$ cat config.mk
export PLATFORM = sky130hd
export DESIGN_NAME = pipe_hazard_ctrl_flat
export DESIGN_NICKNAME = d
export VERILOG_FILES = /design/src/rtl/pipe_hazard_ctrl_pkg.sv /design/src/rtl/pipe_hazard_ctrl_if.sv /design/src/rtl/pipe_hazard_ctrl_hazard_detect.sv /design/src/rtl/pipe_hazard_ctrl.sv /design/src/flat_wrapper.sv
export SDC_FILE = /design/constraint.sdc
export NUM_CORES = 1
export LEC_CHECK = 0
export CORE_MARGIN = 8
export CORE_UTILIZATION = 30
export DETAILED_ROUTE_END_ITERATION = 6
export GPL_TIMING_DRIVEN = 0
export PLACE_DENSITY = 0.65
export REMOVE_ABC_BUFFERS = 1
export SLEW_MARGIN = 25
export SYNTH_ARGS = -nofsm -noshare
export SYNTH_HDL_FRONTEND = slang
export SYNTH_SLANG_ARGS = --single-unit
$ cat constraint.sdc
create_clock -name clk -period 2.8 [get_ports clk]
set_input_delay 0.56 -clock clk [delete_from_list [all_inputs] [get_ports clk]]
set_output_delay 0.56 -clock clk [all_outputs]
set_load 0.005 [all_outputs]
$ cat src/rtl/pipe_hazard_ctrl_pkg.sv
// Shared definitions for the pipeline freeze/flush scheduler.
package pipe_hazard_ctrl_pkg;

  localparam int unsigned REG_ADDR_W_DEF = 4;

  // Encodings kept identical to the legacy 2-bit state register.
  typedef enum logic [1:0] {
    ST_IDLE     = 2'd0,
    ST_MEM_WAIT = 2'd1,
    ST_ERR      = 2'd2
  } state_e;

  // Instruction word loaded into ID/EX when a bubble is inserted (addi x0,x0,0).
  localparam logic [31:0] NOP_INSN = 32'h0000_0013;

endpackage

$ cat src/rtl/pipe_hazard_ctrl_if.sv
// Pipeline-side signals seen by the hazard controller; the controller takes the slave view.
interface pipe_hazard_ctrl_if
  import pipe_hazard_ctrl_pkg::*;
#(
  parameter int unsigned REG_ADDR_W = REG_ADDR_W_DEF,
  parameter int unsigned CNT_W      = 16
);
  logic                  id_valid;
  logic [REG_ADDR_W-1:0] id_src1;
  logic [REG_ADDR_W-1:0] id_src2;
  logic                  id_two_src;
  logic [REG_ADDR_W-1:0] ex_dest;
  logic                  ex_wb_en;
  logic                  ex_mem_read;
  logic [REG_ADDR_W-1:0] mem_dest;
  logic                  mem_wb_en;
  logic                  branch_taken;
  logic                  mem_req;
  logic                  mem_ready;
  logic                  if_freeze;
  logic                  if_flush;
  logic                  id_bubble;
  logic                  pipe_freeze;
  logic                  mem_timeout;
  logic [CNT_W-1:0]      stall_cnt;

  modport master (
    output id_valid, id_src1, id_src2, id_two_src, ex_dest, ex_wb_en, ex_mem_read,
           mem_dest, mem_wb_en, branch_taken, mem_req, mem_ready,
    input  if_freeze, if_flush, id_bubble, pipe_freeze, mem_timeout, stall_cnt
  );

  modport slave (
    input  id_valid, id_src1, id_src2, id_two_src, ex_dest, ex_wb_en, ex_mem_read,
           mem_dest, mem_wb_en, branch_taken, mem_req, mem_ready,
    output if_freeze, if_flush, id_bubble, pipe_freeze, mem_timeout, stall_cnt
  );
endinterface

$ cat src/rtl/pipe_hazard_ctrl_hazard_detect.sv
// Combinational RAW / load-use detection of the ID operands against EX and MEM.
module pipe_hazard_ctrl_hazard_detect
  import pipe_hazard_ctrl_pkg::*;
#(
  parameter int unsigned REG_ADDR_W = REG_ADDR_W_DEF,
  parameter bit          FWD_EN     = 1'b1
) (
  input  logic                  id_valid_i,
  input  logic [REG_ADDR_W-1:0] id_src1_i,
  input  logic [REG_ADDR_W-1:0] id_src2_i,
  input  logic                  id_two_src_i,
  input  logic [REG_ADDR_W-1:0] ex_dest_i,
  input  logic                  ex_wb_en_i,
  input  logic                  ex_mem_read_i,
  input  logic [REG_ADDR_W-1:0] mem_dest_i,
  input  logic                  mem_wb_en_i,
  output logic                  hazard_o
);
  logic match_ex;
  logic match_mem;

  always_comb begin
    match_ex  = ex_wb_en_i &
                ((id_src1_i == ex_dest_i) | (id_two_src_i & (id_src2_i == ex_dest_i)));
    match_mem = mem_wb_en_i &
                ((id_src1_i == mem_dest_i) | (id_two_src_i & (id_src2_i == mem_dest_i)));
    // With forwarding only a load in EX cannot be bypassed in time.
    hazard_o  = id_valid_i &
                ((match_ex & (ex_mem_read_i | ~FWD_EN)) | (match_mem & ~FWD_EN));
  end
endmodule

$ cat src/rtl/pipe_hazard_ctrl.sv
// Freeze/flush scheduler: hazard stalls, branch flushes (deferred across memory stalls),
// memory-wait FSM with timeout, and a saturating stall counter.
module pipe_hazard_ctrl
  import pipe_hazard_ctrl_pkg::*;
#(
  parameter int unsigned REG_ADDR_W   = REG_ADDR_W_DEF,
  parameter bit          FWD_EN       = 1'b1,
  parameter int unsigned MEM_WAIT_MAX = 15,
  parameter int unsigned CNT_W        = 16
) (
  input  logic clk,
  input  logic rst,
  pipe_hazard_ctrl_if.slave bus
);
  localparam int unsigned WCNT_W = $clog2(MEM_WAIT_MAX + 1);

  state_e             state_q, state_d;
  logic [WCNT_W-1:0]  wait_cnt_q, wait_cnt_d;
  logic               flush_pend_q, flush_pend_d;
  logic               mem_timeout_q, mem_timeout_d;
  logic [CNT_W-1:0]   stall_cnt_q, stall_cnt_d;
  logic               hazard;
  logic               pipe_freeze;
  logic               if_freeze;
  logic               if_flush;
  logic               id_bubble;

  pipe_hazard_ctrl_hazard_detect #(
    .REG_ADDR_W (REG_ADDR_W),
    .FWD_EN     (FWD_EN)
  ) u_hazard_detect (
    .id_valid_i    (bus.id_valid),
    .id_src1_i     (bus.id_src1),
    .id_src2_i     (bus.id_src2),
    .id_two_src_i  (bus.id_two_src),
    .ex_dest_i     (bus.ex_dest),
    .ex_wb_en_i    (bus.ex_wb_en),
    .ex_mem_read_i (bus.ex_mem_read),
    .mem_dest_i    (bus.mem_dest),
    .mem_wb_en_i   (bus.mem_wb_en),
    .hazard_o      (hazard)
  );

  always_comb begin
    state_d       = state_q;
    wait_cnt_d    = wait_cnt_q;
    mem_timeout_d = mem_timeout_q;
    case (state_q)
      ST_IDLE: begin
        if (bus.mem_req && !bus.mem_ready) begin
          state_d    = ST_MEM_WAIT;
          wait_cnt_d = WCNT_W'(1);
        end
      end
      ST_MEM_WAIT: begin
        if (bus.mem_ready) begin
          state_d    = ST_IDLE;
          wait_cnt_d = '0;
        end else if (wait_cnt_q == WCNT_W'(MEM_WAIT_MAX)) begin
          state_d       = ST_ERR;
          mem_timeout_d = 1'b1;
        end else begin
          wait_cnt_d = wait_cnt_q + 1'b1;
        end
      end
      ST_ERR:  state_d = ST_ERR;
      default: state_d = ST_IDLE;
    endcase
  end

  // MEM_WAIT releases the freeze combinationally in the cycle mem_ready arrives.
  assign pipe_freeze = ((state_q == ST_IDLE) && bus.mem_req && !bus.mem_ready) ||
                       ((state_q == ST_MEM_WAIT) && !bus.mem_ready) ||
                       (state_q == ST_ERR);

  always_comb begin
    if_freeze    = 1'b0;
    if_flush     = 1'b0;
    id_bubble    = 1'b0;
    flush_pend_d = 1'b0;
    if (pipe_freeze) begin
      flush_pend_d = flush_pend_q | bus.branch_taken;
    end else if (bus.branch_taken || flush_pend_q) begin
      if_flush  = 1'b1;
      id_bubble = 1'b1;
    end else if (hazard) begin
      if_freeze = 1'b1;
      id_bubble = 1'b1;
    end
  end

  always_comb begin
    stall_cnt_d = stall_cnt_q;
    if ((pipe_freeze || if_freeze) && (stall_cnt_q != '1)) stall_cnt_d = stall_cnt_q + 1'b1;
  end

  always_ff @(posedge clk) begin
    if (rst) begin
      state_q       <= ST_IDLE;
      wait_cnt_q    <= '0;
      flush_pend_q  <= 1'b0;
      mem_timeout_q <= 1'b0;
      stall_cnt_q   <= '0;
    end else begin
      state_q       <= state_d;
      wait_cnt_q    <= wait_cnt_d;
      flush_pend_q  <= flush_pend_d;
      mem_timeout_q <= mem_timeout_d;
      stall_cnt_q   <= stall_cnt_d;
    end
  end

  assign bus.if_freeze   = if_freeze;
  assign bus.if_flush    = if_flush;
  assign bus.id_bubble   = id_bubble;
  assign bus.pipe_freeze = pipe_freeze;
  assign bus.mem_timeout = mem_timeout_q;
  assign bus.stall_cnt   = stall_cnt_q;
endmodule

$ cat src/flat_wrapper.sv
// flat-port wrapper written by rule: the top's interface ports become plain ports
module pipe_hazard_ctrl_flat import pipe_hazard_ctrl_pkg::*;
#(
  parameter int unsigned REG_ADDR_W   = REG_ADDR_W_DEF,
  parameter bit          FWD_EN       = 1'b1,
  parameter int unsigned MEM_WAIT_MAX = 15,
  parameter int unsigned CNT_W        = 16
)
  (clk, rst, bus_id_valid, bus_id_src1, bus_id_src2, bus_id_two_src, bus_ex_dest, bus_ex_wb_en, bus_ex_mem_read, bus_mem_dest, bus_mem_wb_en, bus_branch_taken, bus_mem_req, bus_mem_ready, bus_if_freeze, bus_if_flush, bus_id_bubble, bus_pipe_freeze, bus_mem_timeout, bus_stall_cnt);
  pipe_hazard_ctrl_if #(.REG_ADDR_W(REG_ADDR_W), .CNT_W(CNT_W)) bus_i ();
  input  logic clk;
  input  logic rst;
  input wire logic [$bits(bus_i.id_valid)-1:0] bus_id_valid;
  input wire logic [$bits(bus_i.id_src1)-1:0] bus_id_src1;
  input wire logic [$bits(bus_i.id_src2)-1:0] bus_id_src2;
  input wire logic [$bits(bus_i.id_two_src)-1:0] bus_id_two_src;
  input wire logic [$bits(bus_i.ex_dest)-1:0] bus_ex_dest;
  input wire logic [$bits(bus_i.ex_wb_en)-1:0] bus_ex_wb_en;
  input wire logic [$bits(bus_i.ex_mem_read)-1:0] bus_ex_mem_read;
  input wire logic [$bits(bus_i.mem_dest)-1:0] bus_mem_dest;
  input wire logic [$bits(bus_i.mem_wb_en)-1:0] bus_mem_wb_en;
  input wire logic [$bits(bus_i.branch_taken)-1:0] bus_branch_taken;
  input wire logic [$bits(bus_i.mem_req)-1:0] bus_mem_req;
  input wire logic [$bits(bus_i.mem_ready)-1:0] bus_mem_ready;
  output wire logic [$bits(bus_i.if_freeze)-1:0] bus_if_freeze;
  output wire logic [$bits(bus_i.if_flush)-1:0] bus_if_flush;
  output wire logic [$bits(bus_i.id_bubble)-1:0] bus_id_bubble;
  output wire logic [$bits(bus_i.pipe_freeze)-1:0] bus_pipe_freeze;
  output wire logic [$bits(bus_i.mem_timeout)-1:0] bus_mem_timeout;
  output wire logic [$bits(bus_i.stall_cnt)-1:0] bus_stall_cnt;
  assign bus_i.id_valid = bus_id_valid;
  assign bus_i.id_src1 = bus_id_src1;
  assign bus_i.id_src2 = bus_id_src2;
  assign bus_i.id_two_src = bus_id_two_src;
  assign bus_i.ex_dest = bus_ex_dest;
  assign bus_i.ex_wb_en = bus_ex_wb_en;
  assign bus_i.ex_mem_read = bus_ex_mem_read;
  assign bus_i.mem_dest = bus_mem_dest;
  assign bus_i.mem_wb_en = bus_mem_wb_en;
  assign bus_i.branch_taken = bus_branch_taken;
  assign bus_i.mem_req = bus_mem_req;
  assign bus_i.mem_ready = bus_mem_ready;
  assign bus_if_freeze = bus_i.if_freeze;
  assign bus_if_flush = bus_i.if_flush;
  assign bus_id_bubble = bus_i.id_bubble;
  assign bus_pipe_freeze = bus_i.pipe_freeze;
  assign bus_mem_timeout = bus_i.mem_timeout;
  assign bus_stall_cnt = bus_i.stall_cnt;
  pipe_hazard_ctrl #(.REG_ADDR_W(REG_ADDR_W), .FWD_EN(FWD_EN), .MEM_WAIT_MAX(MEM_WAIT_MAX), .CNT_W(CNT_W)) u_core (.clk(clk), .rst(rst), .bus(bus_i));
endmodule
After elaboration in Yosys (flattened, before gate mapping)
Cells that the tools add are included.
W data, S select, Z words.
{"block": "classes", "muxes": 15, "reduce_logical": 16, "eq_ne": 9, "bitwise_logic": 8, "addsub": 2}
{"operator": "$add A16 B1 Y16 const B", "count": 1}
{"operator": "$ne A16 B16 Y1 const B", "count": 1}
{"operator": "$mux W4", "count": 3}
{"operator": "$eq A4 B4 Y1", "count": 2}
{"operator": "$pmux W4 S2", "count": 1}
{"operator": "$mux W1", "count": 7}
{"operator": "$mux W2", "count": 3}
{"operator": "$pmux W2 S3", "count": 1}
{"operator": "$reduce_and A3 Y1", "count": 2}
{"operator": "$logic_and A1 B1 Y1", "count": 5}
{"operator": "$add A4 B1 Y4 const B", "count": 1}
{"operator": "$and A1 B1 Y1", "count": 4}
{"operator": "$eq A4 B4 Y1 const B", "count": 1}
{"operator": "$logic_or A1 B1 Y1", "count": 4}
{"operator": "$ne A3 B2 Y1 const B", "count": 1}
{"operator": "$ne A3 B3 Y1 const B", "count": 1}
{"operator": "$eq A2 B1 Y1 const B", "count": 1}
{"operator": "$eq A2 B2 Y1 const B", "count": 1}
{"operator": "$logic_not A2 Y1", "count": 1}
{"operator": "$ne A2 B1 Y1 const B", "count": 1}
{"operator": "$not A1 Y1", "count": 2}
{"operator": "$or A1 B1 Y1", "count": 2}
{"operator": "$reduce_and A2 Y1", "count": 1}
{"operator": "$reduce_bool A2 Y1", "count": 1}
{"operator": "2 further kinds", "count": 2}
{"block": "totals", "elab_cells": 55, "ff_bits": 24}

Logic depth before layout (Yosys ltp)
{"block": "depth", "ltp_word": 11, "ltp_mapped": 7, "mapped_depth_nobuf": 7}

By module
A second synthesis with hierarchy kept.
{"block": "hier_totals", "hier_cells": 162, "area_unflattened_um2": 1402.6}
{"module": "pipe_hazard_ctrl", "seq_area_each_um2": 480.5, "cells_per_inst": 149, "area_each_um2": 1301.2, "instances": 1}
{"module": "pipe_hazard_ctrl_hazard_detect", "seq_area_each_um2": 0.0, "cells_per_inst": 13, "area_each_um2": 101.3, "instances": 1}

Least setup slack after synthesis
OpenSTA, ideal clock, no wires.
{"block": "synth_path", "path_kind": "input -> output", "start": "input bus_ex_dest[0]", "end": "output bus_if_freeze", "stages": 4, "arrival_time_ns": 1.377, "slack_ns": 0.863, "required_ns": 2.240, "path_cell_list": "xor2_1 > nor4_4 > a32o_4 > nor2b_1"}
{"block": "synth_between", "elab_chain_len": 9, "word_cells_on_any_way": 10, "classes_between": "eq/ne (2); mux (3); bitwise (5)"}
{"element": "start: declaration", "line_no": "flat_wrapper.sv:17", "text": "input wire logic [$bits(bus_i.ex_dest)-1:0] bus_ex_dest;"}
{"element": "$eq A4 B4 Y1", "line_no": "pipe_hazard_ctrl_hazard_detect.sv:24", "text": "((id_src1_i == ex_dest_i) | (id_two_src_i & (id_src2_i == ex_dest_i)));"}
{"element": "$and A1 B1 Y1", "line_no": "pipe_hazard_ctrl_hazard_detect.sv:24"}
{"element": "$or A1 B1 Y1 (*)", "line_no": "pipe_hazard_ctrl_hazard_detect.sv:24"}
{"element": "$and A1 B1 Y1 (*)", "line_no": "pipe_hazard_ctrl_hazard_detect.sv:23", "text": "match_ex = ex_wb_en_i &"}
{"element": "$and A1 B1 Y1 (*)", "line_no": "pipe_hazard_ctrl_hazard_detect.sv:29", "text": "((match_ex & (ex_mem_read_i | ~FWD_EN)) | (match_mem & ~FWD_EN));"}
{"element": "$and A1 B1 Y1 (*)", "line_no": "pipe_hazard_ctrl_hazard_detect.sv:28", "text": "hazard_o = id_valid_i &"}
{"element": "$mux W1 (*)", "line_no": "pipe_hazard_ctrl.sv:86", "text": "end else if (hazard) begin"}
{"element": "$mux W1 (*)", "line_no": "pipe_hazard_ctrl.sv:83", "text": "end else if (bus.branch_taken || flush_pend_q) begin"}
{"element": "$mux W1 (*)", "line_no": "pipe_hazard_ctrl.sv:81", "text": "if (pipe_freeze) begin"}
{"element": "end: declaration", "line_no": "flat_wrapper.sv:25", "text": "output wire logic [$bits(bus_i.if_freeze)-1:0] bus_if_freeze;"}
Every way passes the cells marked *; elsewhere a longest branch is shown, timed or not.

Final worst setup path
{"block": "layout_path", "start": "input bus_mem_ready", "end": "output bus_if_flush"}
{"block": "layout_between", "elab_chain_len": 5, "word_cells_on_any_way": 6, "classes_between": "mux (1); reduce/logical (5)"}
{"element": "start: declaration", "line_no": "flat_wrapper.sv:24", "text": "input wire logic [$bits(bus_i.mem_ready)-1:0] bus_mem_ready;"}
{"element": "$logic_not A1 Y1 (*)", "line_no": "pipe_hazard_ctrl.sv:72, pipe_hazard_ctrl.sv:73"}
{"element": "$logic_and A1 B1 Y1 (on tied branches)", "line_no": "pipe_hazard_ctrl.sv:72, pipe_hazard_ctrl.sv:73"}
{"element": "$logic_or A1 B1 Y1 (*)", "line_no": "pipe_hazard_ctrl.sv:72", "text": "assign pipe_freeze = ((state_q == ST_IDLE) && bus.mem_req && !bus.mem_ready) ||"}
{"element": "$logic_or A1 B1 Y1 (*)", "line_no": "pipe_hazard_ctrl.sv:73", "text": "((state_q == ST_MEM_WAIT) && !bus.mem_ready) ||"}
{"element": "$mux W1 (*)", "line_no": "pipe_hazard_ctrl.sv:81"}
{"element": "end: declaration", "line_no": "flat_wrapper.sv:26", "text": "output wire logic [$bits(bus_i.if_flush)-1:0] bus_if_flush;"}
Marked as above.

==> flow_metrics.py <==
metrics = {
    "clock_tree": {
        "cts_buffers": 3,
        "cts_hold_buf": 0,
        "cts_tree": "yes",
        "clk_pin_slew_ns": 0.08,
        "cts_buffer_depth": 2,
        "insertion_delay_ns": 0.27,
        "cts_root_buffer": "clkbuf_8",
        "cts.sinks": 24,
        "cts-htree-levels": 1,
    },
    "sta": {
        "whs_ns": 0.465,
        "tightest_slew_ns": 0.886,
        "finalCriticalPeriod_ns": 2.66,
        "drv_slew": 0,
        "finalSetupTns_ns": 0,
        "rsz0062_at_grt": "no",
        "slew_headroom_pct": 40.7,
        "clock-skew-final_ns": 0.00738,
        "hold_viol": 0,
        "post-route-period-util_pct": 94.9,
        "max_freq_mhz": 376,
        "setup_viol": 0,
    },
    "finish": {
        "syn_to_final_growth_pct": 39.5,
        "final_nets": 230,
        "diodes": 0,
        "fin_util_pct": 42.8,
        "layout-drive-gt1-share_pct": 7.46,
    },
    "outcome": {
        "status": "finished, final reports clean",
    },
    "synth": {
        "synth_area_per_cell_um2": 8.35,
        "ys_ff_latch": 24,
        "synth-main-ff-cell": "dfxtp_1",
        "async_reset_ff_share_pct": 0,
        "syn-instance-count": 158,
        "synth_seq_area_share_pct": 36.4,
        "ys_warn_count": 0,
        "synth_edf_count": 0,
        "syn_area_mm2": 0.00132,
        "synth_cell_types": 41,
    },
    "setup_path": {
        "endpoint_kind": "primary output",
        "crit_path_start_kind": "primary input",
        "required_ns": 2.24,
        "critPathArrivalTime_ns": 2.10,
        "critPathMaxFanout": 5,
        "worstSetupPathType": "primary input to primary output",
    },
    "floorplanning": {
        "io_pins": 47,
        "die_height_um": 82.3,
        "initial_utilization_pct": 30.7,
        "die_area_mm2": 0.00677,
        "rows": 24,
        "coreArea_mm2": 0.00429,
        "die_x_um": 82.3,
    },
    "global_route": {
        "track_usage_pct": 9.65,
        "grt_pass1_wl_um": 5240,
        "grt_max_degree": 25,
        "grt_pass1_vias": 1188,
        "antenna_found_initial": 0,
        "overflow": 0,
    },
    "route": {
        "drt_iter0_markers": 40,
        "vias": 1251,
        "via_per_inst": 4.94,
        "wl_per_cell_um": 12.3,
        "ant_nets": 0,
        "totalWireLength_um": 3120,
        "first_pass_iters": 4,
        "drc_errors": 0,
    },
    "placement": {
        "gp_congestion": 0.752,
        "dp_hpwl_um": 2360,
        "port_buffers": 41,
    },
    "power_and_ir_drop": {
        "power_mw": 0.685,
        "peakVddDrop_mv": 0.137,
        "power.leakage_nw": 0.622,
        "powerDensity_mw_per_mm2": 372,
    },
    "flow_run": {
        "maxCapViolCount": 0,
    },
    "hold_path": {
        "hp-class": "flip-flop to flip-flop",
    },
}
-- worst max-delay path: stages --
cell and delay (ns):
clkdlybuf4s50_1 0.54, nor2_1 0.10, o21ai_1 0.16, nand2_2 0.11
nor2_1 0.12, clkdlybuf4s50_1 0.51
-- cell type report --
| type | instances | area (µm²) |
|---|---|---|
| clock buffer | 4 | 55.1 |
| multi-input combinational | 124 | 793 |
| tap | 52 | 65.1 |
| inverter | 6 | 22.5 |
| timing repair buffer | 43 | 423 |
| sequential | 24 | 480 |
| fill | 458 | 2450 |
-- sequential cells by signal, indices dropped and copies added, names as in the netlist --
register                flops
u_core.wait_cnt_q           4
u_core.bus.mem_timeout      1
u_core.state_q              2
u_core.bus.stall_cnt       16
u_core.flush_pend_q         1
-- layer usage --
| layer | up-vias | global-route usage [%] | routed length [µm] |
|---|---|---|---|
| met5 | - | 0 | 0 |
| met4 | 0 | 3.68 | 34 |
| met3 | 4 | 2.60 | 240 |
| met2 | 27 | 15.7 | 1420 |
| met1 | 565 | 11.9 | 1420 |
| li1 | 655 | - | - |
-- path summary, 6_finish.rpt --
check / depth (start not counted) / to / start / slack (ns)
worst max-delay path: 6 / bus_if_flush / bus_mem_ready / 0.14
worst min-delay path: 2 / u_core.bus.mem_timeout / u_core.bus.mem_timeout / 0.47
worst max register to register: 6 / u_core.bus.stall_cnt[12] / u_core.bus.stall_cnt[7] / 0.86
worst min register to register: 2 / u_core.bus.mem_timeout / u_core.bus.mem_timeout / 0.47
-- stage by stage --
stage | setup WS, ns | cell area (µm²) | instances
after floorplan | 0.819 | 1300 | 154
after global placement | -0.194 | 1770 | 247
after detailed placement | -0.180 | 1770 | 247
after CTS | 0.111 | 1840 | 253
after global routing | 0.0210 | 1840 | 253
final | 0.141 | 1840 | 253
-- kinds of logic (layout without fill, tap and decap cells) --
group                      Yosys count  in the layout  share of synthesized area (%)
AOI/OAI and AO/OA                   36             36                           18.8
xor gates and xnor gates            13             13                           8.63
adders and majority gates            2              2                           1.90
buffers and inverters               10             53                           3.42
DFF                                 24             24                           36.4
muxes                                2              2                           1.61
and+or+nand+nor                     71             71                           29.2
-- cells in the mapped netlist, types with 3 or more instances --
| master | number | area, µm² |
|---|---|---|
| dfxtp_1 | 24 | 480 |
| nor2_1 | 17 | 63.8 |
| a21oi_1 | 13 | 65.1 |
| nand2_1 | 12 | 45.0 |
| xor2_1 | 11 | 96.3 |
| nand3_1 | 8 | 40.0 |
| o21ai_0 | 8 | 40.0 |
| inv_1 | 6 | 22.5 |
| nor3_1 | 6 | 30.0 |
| or3_1 | 6 | 37.5 |
| and3_1 | 4 | 25.0 |
| o21a_1 | 4 | 30.0 |
| clkbuf_1 | 3 | 11.3 |
| nand4_1 | 3 | 18.8 |
-- power by group --
group | internal, mW | leakage, nW | switching (mW) | total (mW)
registers | 0.346 | 0.194 | 0.00666 | 0.353
logic | 0.0537 | 0.399 | 0.0439 | 0.0976
clock network | 0.125 | 0.0288 | 0.109 | 0.234
-- cells in the final DEF (no fill, tap or decap), types with 2 or more instances in the layout --
cell / instances
clkdlybuf4s50_1: 39
dfxtp_1: 24
nor2_1: 17
a21oi_1: 13
nand2_1: 12
xor2_1: 11
nand3_1: 8
o21ai_0: 7
inv_1: 6
nor3_1: 6
or3_1: 6
and3_1: 4
o21a_1: 4
clkbuf_8: 4
nand4_1: 3
nand2b_1: 2
xnor2_1: 2
nor2b_1: 2
a211oi_1: 2
nor4_1: 2
ha_1: 2
dlygate4sd2_1: 2
buf_4: 2
-- repair_timing --
| item | 4_1_cts | 5_1_grt |
|---|---|---|
| endpoints found under the setup margin | 4 | 1 |
| pin swaps | 3 | 0 |
| buffers inserted | 2 | 0 |
| gates resized for setup | 2 | 1 |
| endpoints found under the hold margin | 0 | 0 |
Note: power is estimated with default switching activity, not from simulation.
